### src/rtl/hazard_ctrl_fsm_pkg.sv
// Shared encodings for the pipeline hazard controller.
//   redir_e  : ID redirect code presented on branch_or_jump
//   pc_sel_e : PC source select driven on pc_sel
//   state_e  : hazard FSM states
package hazard_ctrl_fsm_pkg;

  typedef enum logic [1:0] {
    REDIR_SEQ   = 2'b00,
    REDIR_BR_NT = 2'b01,
    REDIR_BR_TK = 2'b10,
    REDIR_JUMP  = 2'b11
  } redir_e;

  typedef enum logic [1:0] {
    PCSEL_PC4    = 2'b00,
    PCSEL_BRANCH = 2'b01,
    PCSEL_JUMP   = 2'b10
  } pc_sel_e;

  typedef enum logic [1:0] {
    ST_RUN      = 2'b00,
    ST_LD_STALL = 2'b01,
    ST_MD_WAIT  = 2'b10,
    ST_FREEZE   = 2'b11
  } state_e;

endpackage

### src/rtl/hazard_ctrl_fsm_stall_counter.sv
// hazard_stall_counter: loadable down-counter with a zero flag, used to
// count the remaining load-use bubbles.
// Ports:
//   clk, rst    clock, asynchronous active-high reset (clears count)
//   load_i      load load_val_i (has priority over dec_i)
//   load_val_i  value to load
//   dec_i       decrement by one, saturating at zero
//   cnt_o       current count
//   zero_o      count is zero
module hazard_stall_counter #(
  parameter int CNT_W = 4
) (
  input  logic             clk,
  input  logic             rst,
  input  logic             load_i,
  input  logic [CNT_W-1:0] load_val_i,
  input  logic             dec_i,
  output logic [CNT_W-1:0] cnt_o,
  output logic             zero_o
);

  logic [CNT_W-1:0] cnt_q;

  always_ff @(posedge clk or posedge rst) begin
    if (rst) begin
      cnt_q <= '0;
    end else if (load_i) begin
      cnt_q <= load_val_i;
    end else if (dec_i && (cnt_q != '0)) begin
      cnt_q <= cnt_q - CNT_W'(1);
    end
  end

  assign cnt_o  = cnt_q;
  assign zero_o = (cnt_q == '0);

endmodule

### src/rtl/hazard_ctrl_fsm.sv
// hazard_ctrl_fsm: stateful pipeline hazard controller. Handles multi-cycle
// load-use stalls, a mul/div busy interlock, a global freeze on data-memory
// wait and branch/jump redirects. Outputs are decoded combinationally from
// state plus current inputs so a hazard stalls in the cycle it is seen.
//
// States:
//   state       | meaning
//   ST_RUN      | normal issue, redirects honoured
//   ST_LD_STALL | inserting remaining load-use bubbles (counter > 0)
//   ST_MD_WAIT  | ID waits for the mul/div unit
//   ST_FREEZE   | dmem not ready; interrupted state kept in saved_q
//
// Ports:
//   clk, rst                     clock, asynchronous active-high reset
//   branch_or_jump               ID redirect code (redir_e)
//   id_ex_mem_read, id_ex_rt     load in EX and its destination
//   if_id_rs, if_id_rt           ID source registers
//   id_uses_md, md_busy          mul/div interlock inputs
//   dmem_wait                    data memory not ready
//   pc_write, if_id_write        front-end enables
//   pc_sel, if_id_flush          redirect controls
//   id_ex_bubble, pipe_freeze    bubble insert / back-end hold
// Optional (macro HAZARD_PERF_CNT_EN): stall_cnt, flush_cnt, freeze_cnt.
module hazard_ctrl_fsm
  import hazard_ctrl_fsm_pkg::*;
#(
  parameter int REG_AW         = 5,
  parameter int LOAD_STALL_CYC = 1,
  parameter int CNT_W          = 4
) (
  input  logic              clk,
  input  logic              rst,
  input  logic [1:0]        branch_or_jump,
  input  logic              id_ex_mem_read,
  input  logic [REG_AW-1:0] id_ex_rt,
  input  logic [REG_AW-1:0] if_id_rs,
  input  logic [REG_AW-1:0] if_id_rt,
  input  logic              id_uses_md,
  input  logic              md_busy,
  input  logic              dmem_wait,
  output logic              pc_write,
  output logic              if_id_write,
  output logic [1:0]        pc_sel,
  output logic              if_id_flush,
  output logic              id_ex_bubble,
  output logic              pipe_freeze
`ifdef HAZARD_PERF_CNT_EN
  ,
  output logic [31:0]       stall_cnt,
  output logic [31:0]       flush_cnt,
  output logic [31:0]       freeze_cnt
`endif
);

  localparam logic             MULTI_CYC = (LOAD_STALL_CYC > 1);
  localparam logic [CNT_W-1:0] LD_INIT   = CNT_W'(LOAD_STALL_CYC - 1);

  state_e           state_q, state_d, saved_q, saved_d, eff_state;
  logic             hz, md_stall, stall, freeze;
  logic             ld_load, ld_dec;
  logic [CNT_W-1:0] cnt;
  logic             cnt_zero;

  hazard_stall_counter #(.CNT_W(CNT_W)) u_cnt (
    .clk        (clk),
    .rst        (rst),
    .load_i     (ld_load),
    .load_val_i (LD_INIT),
    .dec_i      (ld_dec),
    .cnt_o      (cnt),
    .zero_o     (cnt_zero)
  );

  always_comb begin
    // While frozen (or on the release cycle) act as the interrupted state;
    // this makes the restore take effect the cycle dmem_wait drops.
    eff_state    = (state_q == ST_FREEZE) ? saved_q : state_q;
    hz           = id_ex_mem_read && (id_ex_rt != '0) &&
                   ((id_ex_rt == if_id_rs) || (id_ex_rt == if_id_rt));
    md_stall     = (eff_state == ST_MD_WAIT) ? md_busy : (id_uses_md && md_busy);
    state_d      = state_q;
    saved_d      = saved_q;
    ld_load      = 1'b0;
    ld_dec       = 1'b0;
    stall        = 1'b0;
    freeze       = 1'b0;
    pc_write     = 1'b0;
    if_id_write  = 1'b0;
    pc_sel       = PCSEL_PC4;
    if_id_flush  = 1'b0;

    if (dmem_wait) begin
      freeze  = 1'b1;
      state_d = ST_FREEZE;
      saved_d = eff_state;
    end else if (eff_state == ST_LD_STALL) begin
      stall   = 1'b1;
      ld_dec  = 1'b1;
      state_d = ((cnt == CNT_W'(1)) || cnt_zero) ? ST_RUN : ST_LD_STALL;
    end else if (hz) begin
      stall = 1'b1;
      if (MULTI_CYC) begin
        ld_load = 1'b1;
        state_d = ST_LD_STALL;
      end else begin
        state_d = ST_RUN;
      end
    end else if (md_stall) begin
      stall   = 1'b1;
      state_d = ST_MD_WAIT;
    end else begin
      state_d     = ST_RUN;
      pc_write    = 1'b1;
      if_id_write = 1'b1;
      if (eff_state == ST_RUN) begin
        case (redir_e'(branch_or_jump))
          REDIR_BR_TK: begin
            pc_sel      = PCSEL_BRANCH;
            if_id_flush = 1'b1;
          end
          REDIR_JUMP: begin
            pc_sel      = PCSEL_JUMP;
            if_id_flush = 1'b1;
          end
          default: pc_sel = PCSEL_PC4;
        endcase
      end
    end

    id_ex_bubble = stall || if_id_flush;
    pipe_freeze  = freeze;

    if (rst) begin
      pc_write     = 1'b0;
      if_id_write  = 1'b0;
      pc_sel       = PCSEL_PC4;
      if_id_flush  = 1'b0;
      id_ex_bubble = 1'b1;
      pipe_freeze  = 1'b0;
    end
  end

  always_ff @(posedge clk or posedge rst) begin
    if (rst) begin
      state_q <= ST_RUN;
      saved_q <= ST_RUN;
    end else begin
      state_q <= state_d;
      saved_q <= saved_d;
    end
  end

`ifdef HAZARD_PERF_CNT_EN
  always_ff @(posedge clk or posedge rst) begin
    if (rst) begin
      stall_cnt  <= '0;
      flush_cnt  <= '0;
      freeze_cnt <= '0;
    end else begin
      if (stall)       stall_cnt  <= stall_cnt + 32'd1;
      if (if_id_flush) flush_cnt  <= flush_cnt + 32'd1;
      if (freeze)      freeze_cnt <= freeze_cnt + 32'd1;
    end
  end
`endif

endmodule

### config.mk
export PLATFORM = sky130hd
export DESIGN_NAME = hazard_ctrl_fsm
export DESIGN_NICKNAME = d
export VERILOG_FILES = /design/src/rtl/hazard_ctrl_fsm_pkg.sv /design/src/rtl/hazard_ctrl_fsm_stall_counter.sv /design/src/rtl/hazard_ctrl_fsm.sv
export SDC_FILE = /design/constraint.sdc
export NUM_CORES = 1
export LEC_CHECK = 0
export ABC_AREA = 1
export CELL_PAD_IN_SITES_DETAIL_PLACEMENT = 0
export CELL_PAD_IN_SITES_GLOBAL_PLACEMENT = 1
export CORE_MARGIN = 10
export CORE_UTILIZATION = 29
export CTS_BUF_LIST = sky130_fd_sc_hd__clkbuf_8
export DETAILED_ROUTE_END_ITERATION = 10
export GPL_ROUTABILITY_DRIVEN = 0
export PLACE_DENSITY = 0.86
export SYNTH_ARGS = -nofsm -noshare
export SYNTH_HDL_FRONTEND = slang
export SYNTH_SLANG_ARGS = --single-unit
### constraint.sdc
create_clock -name clk -period 2 [get_ports clk]
set_clock_uncertainty 0.1 [all_clocks]
set_input_delay 0.4 -clock clk [delete_from_list [all_inputs] [get_ports clk]]
set_output_delay 0.4 -clock clk [all_outputs]
set_load 0.05 [all_outputs]
==> impl_results.md, run 1 <==
* CP startpoint: state_q[0]
* IO buf count at 29
* MaxCap Viol Count at 0
* FF-to-FF Start: state_q[0]
* Hold-fix buffers, CTS at 0
* Setup crit start kind: register
* WHS at 0.394 ns
* Period utilisation layout at 109%
* Clock Tree Root: clkbuf_8
* VDD IR max at 0.000570 V
* Failing checks: setup timing
* Initial cell density of the core at 31.1%
* Critical Path End Type: primary output
* Top post-synthesis cells by area: dfrtp_1 28%, nand2_1 19%, inv_1 11%
* Cells after Synth at 112
* CTS tree: built
* Top-count cell post-synth: nand2_1
* HPWL Detailed at 1.70 mm
* Total routed wirelength at 2.31 mm
* Clk network pwr share at 20.5%
* Worst-margin pin slew at 0.257 ns
* Worst-path clk slew at 0.04 ns
* Die ar. at 4820 um2
* Via density at 4.42
* Detailed router's first-iteration violation count at 17
* Final nets at 189
* Worst EP arrival at 1.68 ns
* Final std cells w/o fill at 190
* Detailed-route via count at 840
* Die Wd at 69.4 um
* Net Sw Power at 369 uW
* PwrDens at 731 nW/um2
* Largest net degree at the start of global routing at 10
* Comb pwr share at 52.9%
* RSZ-0062 raised after global routing: yes
* Switching Share at 38.2%
* CTS Buf Count at 3
* Placed inst area at 1140 um2
* Core Area at 2280 um2
* GR Util All Layers at 9.24%
* Die Ht at 69.4 um
* Static leakage at 0.000694 uW
* Rel. slew slack at 82.8%
* Initial antenna violation count at 0
* Placed Cells incl. Taps at 172
* Post-route setup slack at -0.176 ns
* Largest area contributor in the netlist: dfrtp_1
* # DRC at 0
* Synthesized area at 708 um2
* Diode count at 0
* Number of global-route vias before repair at 857
* Seq/Total Area, Yosys at 28.3%
* Final hold vios at 0
* H-Tree Depth at 1
* Mapped Nets at 137
* Syn avg cell area at 6.32 um2
* Minimum clock period at 2.18 ns
* Count of final setup violators at 7
* CTS Sinks at 8
* Global-route wire length before repair at 3.71 mm
* Max frequency at 459 MHz
* Worst setup path endpoint: pc_sel[1]
* IO Pins at 30
* TritonRoute pass-1 iters at 4
* Flop pwr share at 26.6%
* Required @ worst endpoint at 1.50 ns
* Ys async rst share at 100%
* Number of synthesized flops with an enable pin at 0
* Final instance area at 1320 um2
* FF+latch count, synth at 8
* Area grow syn2layout at 86.7%
* Worst min-delay path class: register to register
* Synth top area share at 28.3%
* Reg2reg setup slack at -0.16 ns
* Max Slew Vio Count at 0
* Util after Layout at 58.1%
* Avg WL per Cell at 12.2 um
* Share of cells above drive strength 1 at 37.0%
* Yosys Warn Count at 0
* Clock Tree Buf Depth at 2
* Worst Reg-to-Reg Cells at 14
* Crit-path max FO at 3
* FP Rows at 17
* Latest clock arrival within the worst-skew pair at 0.23 ns
* Post-synth top cells: 35 x nand2_1, 20 x inv_1, 10 x nand3_1, 9 x nor2_1, 8 x dfrtp_1
* Crit path kind: register to primary output
* Worst r2r dst: state_q[1]
* Status: finished, violations left
* Post-synth cell types at 21
* Gr ovfl total at 0
* Post-synth top flop: dfrtp_1
* Pint at 598 uW
* Routed Antenna Nets at 0
==> metrics by stage <==
stage	setup WS, ns	total power, uW	TNS, ns
floorplan	-0.118	502	-0.345
global placement	-0.401	632	-2.12
detailed placement	-0.441	655	-2.31
CTS	-0.139	922	-0.606
global route	-0.303	1050	-1.84
finish	-0.176	967	-1.10
==> layer usage <==
| layer | vias to the layer above | track usage, % | part of all wire (%) |
|---|---|---|---|
| li1 | 441 | - | - |
| met1 | 375 | 8.39 | 39 |
| met2 | 18 | 18.0 | 55 |
| met3 | 6 | 2.43 | 3.8 |
| met4 | 0 | 4.66 | 2.1 |
| met5 | - | 0 | 0 |
==> power by group through the flow <==
stage	Sequential [uW]	Combinational (uW)	Clock, uW
2_1_floorplan	245	257	0
3_3_place_gp	249	382	0
3_5_place_dp	252	403	0
4_1_cts	257	459	206
5_1_grt	265	565	218
6_report	258	511	198
==> logic make-up after synthesis <==
| kind of cell | after synthesis | synth area share (%) |
|---|---|---|
| AOI/OAI and AO/OA | 6 | 5.30 |
| xor gates and xnor gates | 5 | 6.18 |
| adders and majority gates | 2 | 3.53 |
| buffers and inverters | 27 | 14.8 |
| DFF | 8 | 28.3 |
| and+or+nand+nor | 64 | 41.9 |
==> cell type report <==
class,count,area (um2)
Fill cell,214,953
Timing Repair Buffer,48,488
Multi-Input combinational cell,77,459
Sequential cell,8,201
Inverter,26,97.6
Clock buffer,3,41.3
Tap cell,28,35.0
==> flip-flops by register name (all words and copies together) (netlist names) <==
| register | flops |
|---|---|
| saved_q | 2 |
| u_cnt.cnt_o | 4 |
| state_q | 2 |
==> cell usage in the layout, fill, tap and decap left out, drive strengths merged <==
cell type       n
nand2          36
nor2           12
nand3          12
clkinv          2
ha              2
clkdlybuf4s50   7
clkdlybuf4s15   6
dlygate4sd2     4
nand4           3
clkbuf          4
dfrtp           8
xnor2           2
inv            24
o21ai           6
xor2            3
nor3            1
buf            30
==> worst max-delay path, cell delays in order (launching register included) <==
cell,delay (ns)
dfrtp_2,0.45
nand3_2,0.11
o21ai_4,0.09
nand2_1,0.09
nand2_2,0.07
nand2_2,0.08
nand4_1,0.18
nor2_2,0.21
buf_12,0.15
==> how the worst min path moves through the flow <==
stage	to	slack, ns	startpoint	depth (start not counted)
4_1_cts	u_cnt.cnt_o[1]	0.40	u_cnt.cnt_o[1]	2
6_report	u_cnt.cnt_o[1]	0.39	u_cnt.cnt_o[1]	2
2_1_floorplan	saved_q[0]	0.13	rst	1
3_5_place_dp	saved_q[1]	0.37	saved_q[1]	2
3_3_place_gp	u_cnt.cnt_o[1]	0.37	u_cnt.cnt_o[1]	2
5_1_grt	saved_q[1]	0.44	saved_q[1]	2
==> what timing repair did <==
action,CTS,global route
buffers inserted,10,5
pin swaps,19,10
setup endpoints to repair,6,7
gates resized for setup,45,5
No activity file was read; power rests on OpenSTA's default activity.
==> run 2: changes to the inputs <==
- CORE_UTILIZATION: 29 -> 31
- HOLD_SLACK_MARGIN: default -> 0.08
- PLACE_DENSITY: 0.86 -> 0.84
- clock period: 2 -> 2.7 ns (I/O delays scaled with it)
==> run 2 against run 1 <==
The run now ends clean. Critical path depth rose by 2. Sequential power fell by 28%. First-iteration DRC count rose by 71%. Flip-flop and latch count did not move. Sequential share of layout area rose by 1.4 points. Combinational power fell by 42%.
==> impl_results.md, run 2 (same netlist as run 1, synthesis figures left out) <==
* Status: completed
* Max frequency at 386 MHz
* # DRC at 0
* Core Area at 2190 um2
* TritonRoute pass-1 iters at 4
* Die ar. at 4600 um2
* Max Slew Vio Count at 0
* CTS Buf Count at 3
* Worst EP arrival at 1.95 ns
* Largest register FFs at 4
* IO Pins at 30
* FF+latch area at 200 um2
* MaxCap Viol Count at 0
* CP bufs+invs at 2
* Post-route setup slack at 0.111 ns
* Crit-path max FO at 4
* Placement Setup Slack at -0.0345 ns
* H-Tree Depth at 1
* Initial cell density of the core at 32.3%
* Final std cells w/o fill at 173
* Final instance area at 1210 um2
* Via density at 4.42
* CTS Sinks at 8
* Detailed-route via count at 765
* IO buf count at 29
* Cells along the critical path: clkdlybuf4s50_1, nand2_1, nand2_1, nor2_1, nand3_1, nand2_1, nand2_2, nand3_4, nor3_4, buf_12
* Most frequent cells in the layout: 33 x nand2_1, 20 x inv_1, 12 x clkdlybuf4s50_1
* CTS tree: built
* Final hold vios at 0
* CP startpoint: if_id_rt[1]
* Largest stage delay on the critical path at 0.48 ns
* Worst min-delay path class: register to register
* # Post-CTS Setup Buffers at 0
* Most common cell after layout, fill and taps aside: nand2_1
* Placed inst area at 1120 um2
* Latest clock arrival within the worst-skew pair at 0.22 ns
* Total routed wirelength at 1.94 mm
* Share of cells above drive strength 1 at 20.0%
* Clock Tree Buf Depth at 2
* Die Ht at 67.8 um
* Global-route wire length before repair at 3.53 mm
* Largest net degree at the start of global routing at 10
* Count of final setup violators at 0
* GR Util All Layers at 9.79%
* Diode count at 0
* Final nets at 172
* Critical Path End Type: primary output
* Worst Reg-to-Reg Cells at 7
* Required @ worst endpoint at 2.06 ns
* Routed Antenna Nets at 0
* CP Depth at 10
* Period utilisation layout at 95.9%
* Gr ovfl total at 0
* Worst Hold Launch: u_cnt.cnt_o[1]
* Detailed router's first-iteration violation count at 29
* Crit path kind: primary input to primary output
* Number of global-route vias before repair at 810
* Worst-path clk slew at 0.04 ns
* FF-to-FF Start: u_cnt.cnt_o[0]
* Area grow syn2layout at 70.3%
* Die Wd at 67.8 um
* Worst-margin pin slew at 0.272 ns
* Hold depth at 2
* PwrDens at 512 nW/um2
* CP most frequent cell: nand2_1
* Initial antenna violation count at 0
* Minimum clock period at 2.59 ns
* Clock Tree Root: clkbuf_8
* Setup Total Neg Slack at 0 ns
* Multi-input gate area at 432 um2
* FP Rows at 17
* Setup crit start kind: primary input
* Static leakage at 0.000689 uW
* Placed Cells incl. Taps at 170
* Slowest cell on the critical path: clkdlybuf4s50_1
* Reg2reg setup slack at 1.17 ns
* CP delay by family, top: simple AND/OR/NAND/NOR gates
* Rel. slew slack at 81.8%
* Avg WL per Cell at 11.2 um
* Fillers at 214
* HPWL Detailed at 1.64 mm
* VDD IR max at 0.000467 V
## run 2: cell types whose count changed in the layout (fill, tap and decap cells not counted), moves of 3 or more
cell / previous run / this run
buf_2: 4 / 0
dlygate4sd2_1: 4 / 0
dlymetal6s2s_1: 0 / 10
clkdlybuf4s50_1: 7 / 12
nand3_2: 3 / 0
buf_4: 18 / 2
clkdlybuf4s15_1: 4 / 0
## run 2: area by class of cell
cell class              instances  area share (%)
clock buffers                   3            3.42
inverters                      26            8.09
multi-input cells              77            35.8
flip-flops and latches          8            16.6
well taps                      28            2.90
repair buffers                 31            33.2
## run 2: final timing paths
kind / endpoint
max reg2reg: u_cnt.cnt_o[3]
max: if_id_write
max in group asynchronous: saved_q[0]
min: u_cnt.cnt_o[1]
min reg2reg: u_cnt.cnt_o[1]
min in group asynchronous: state_q[1]
## run 2: worst reg2reg max path, stage by stage, from the launching register on
cell and delay [ns]:
dfrtp_1 0.38, inv_1 0.08, ha_1 0.22, nand3_1 0.18
nand3_4 0.13, nor2_2 0.09, nand3_1 0.08, xor2_1 0.15
## run 2: metrics by stage
| stage | util [%] | total power [uW] | hold WS (ns) |
|---|---|---|---|
| floorplan | - | 367 | 0.272 |
| global placement | 50.9 | 462 | 0.368 |
| detailed placement | 50.9 | 475 | 0.389 |
| CTS | 53.1 | 622 | 0.397 |
| global route | 55.1 | 678 | 0.454 |
| finish | 55.1 | 618 | 0.390 |
## run 2: metal layers
layer	global-route usage (%)	part of all wire (%)	routed length (um)
met2	17.7	55	1070
met3	3.31	6.7	130
met5	0	0	0
met1	9.90	36	694
met4	4.52	2.4	46
## run 2: power by group
part	switching [uW]	leakage (uW)	internal, uW
Sequential	23.7	0.0000937	162
Clock	42.1	0.0000216	96.1
Combinational	169	0.000574	126
Total	234	0.000689	384
## run 2: repair_timing
| item | in CTS | in global routing |
|---|---|---|
| setup endpoints to repair | 2 | 6 |
| pin swaps | 0 | 7 |
| gates resized for setup | 1 | 15 |
| hold buffers | 0 | 0 |
==> run 3: changes to the inputs <==
- CAP_MARGIN: default -> 40
==> results of run 3 <==
Final layout, timing and power as in run 2 (identical DEF).
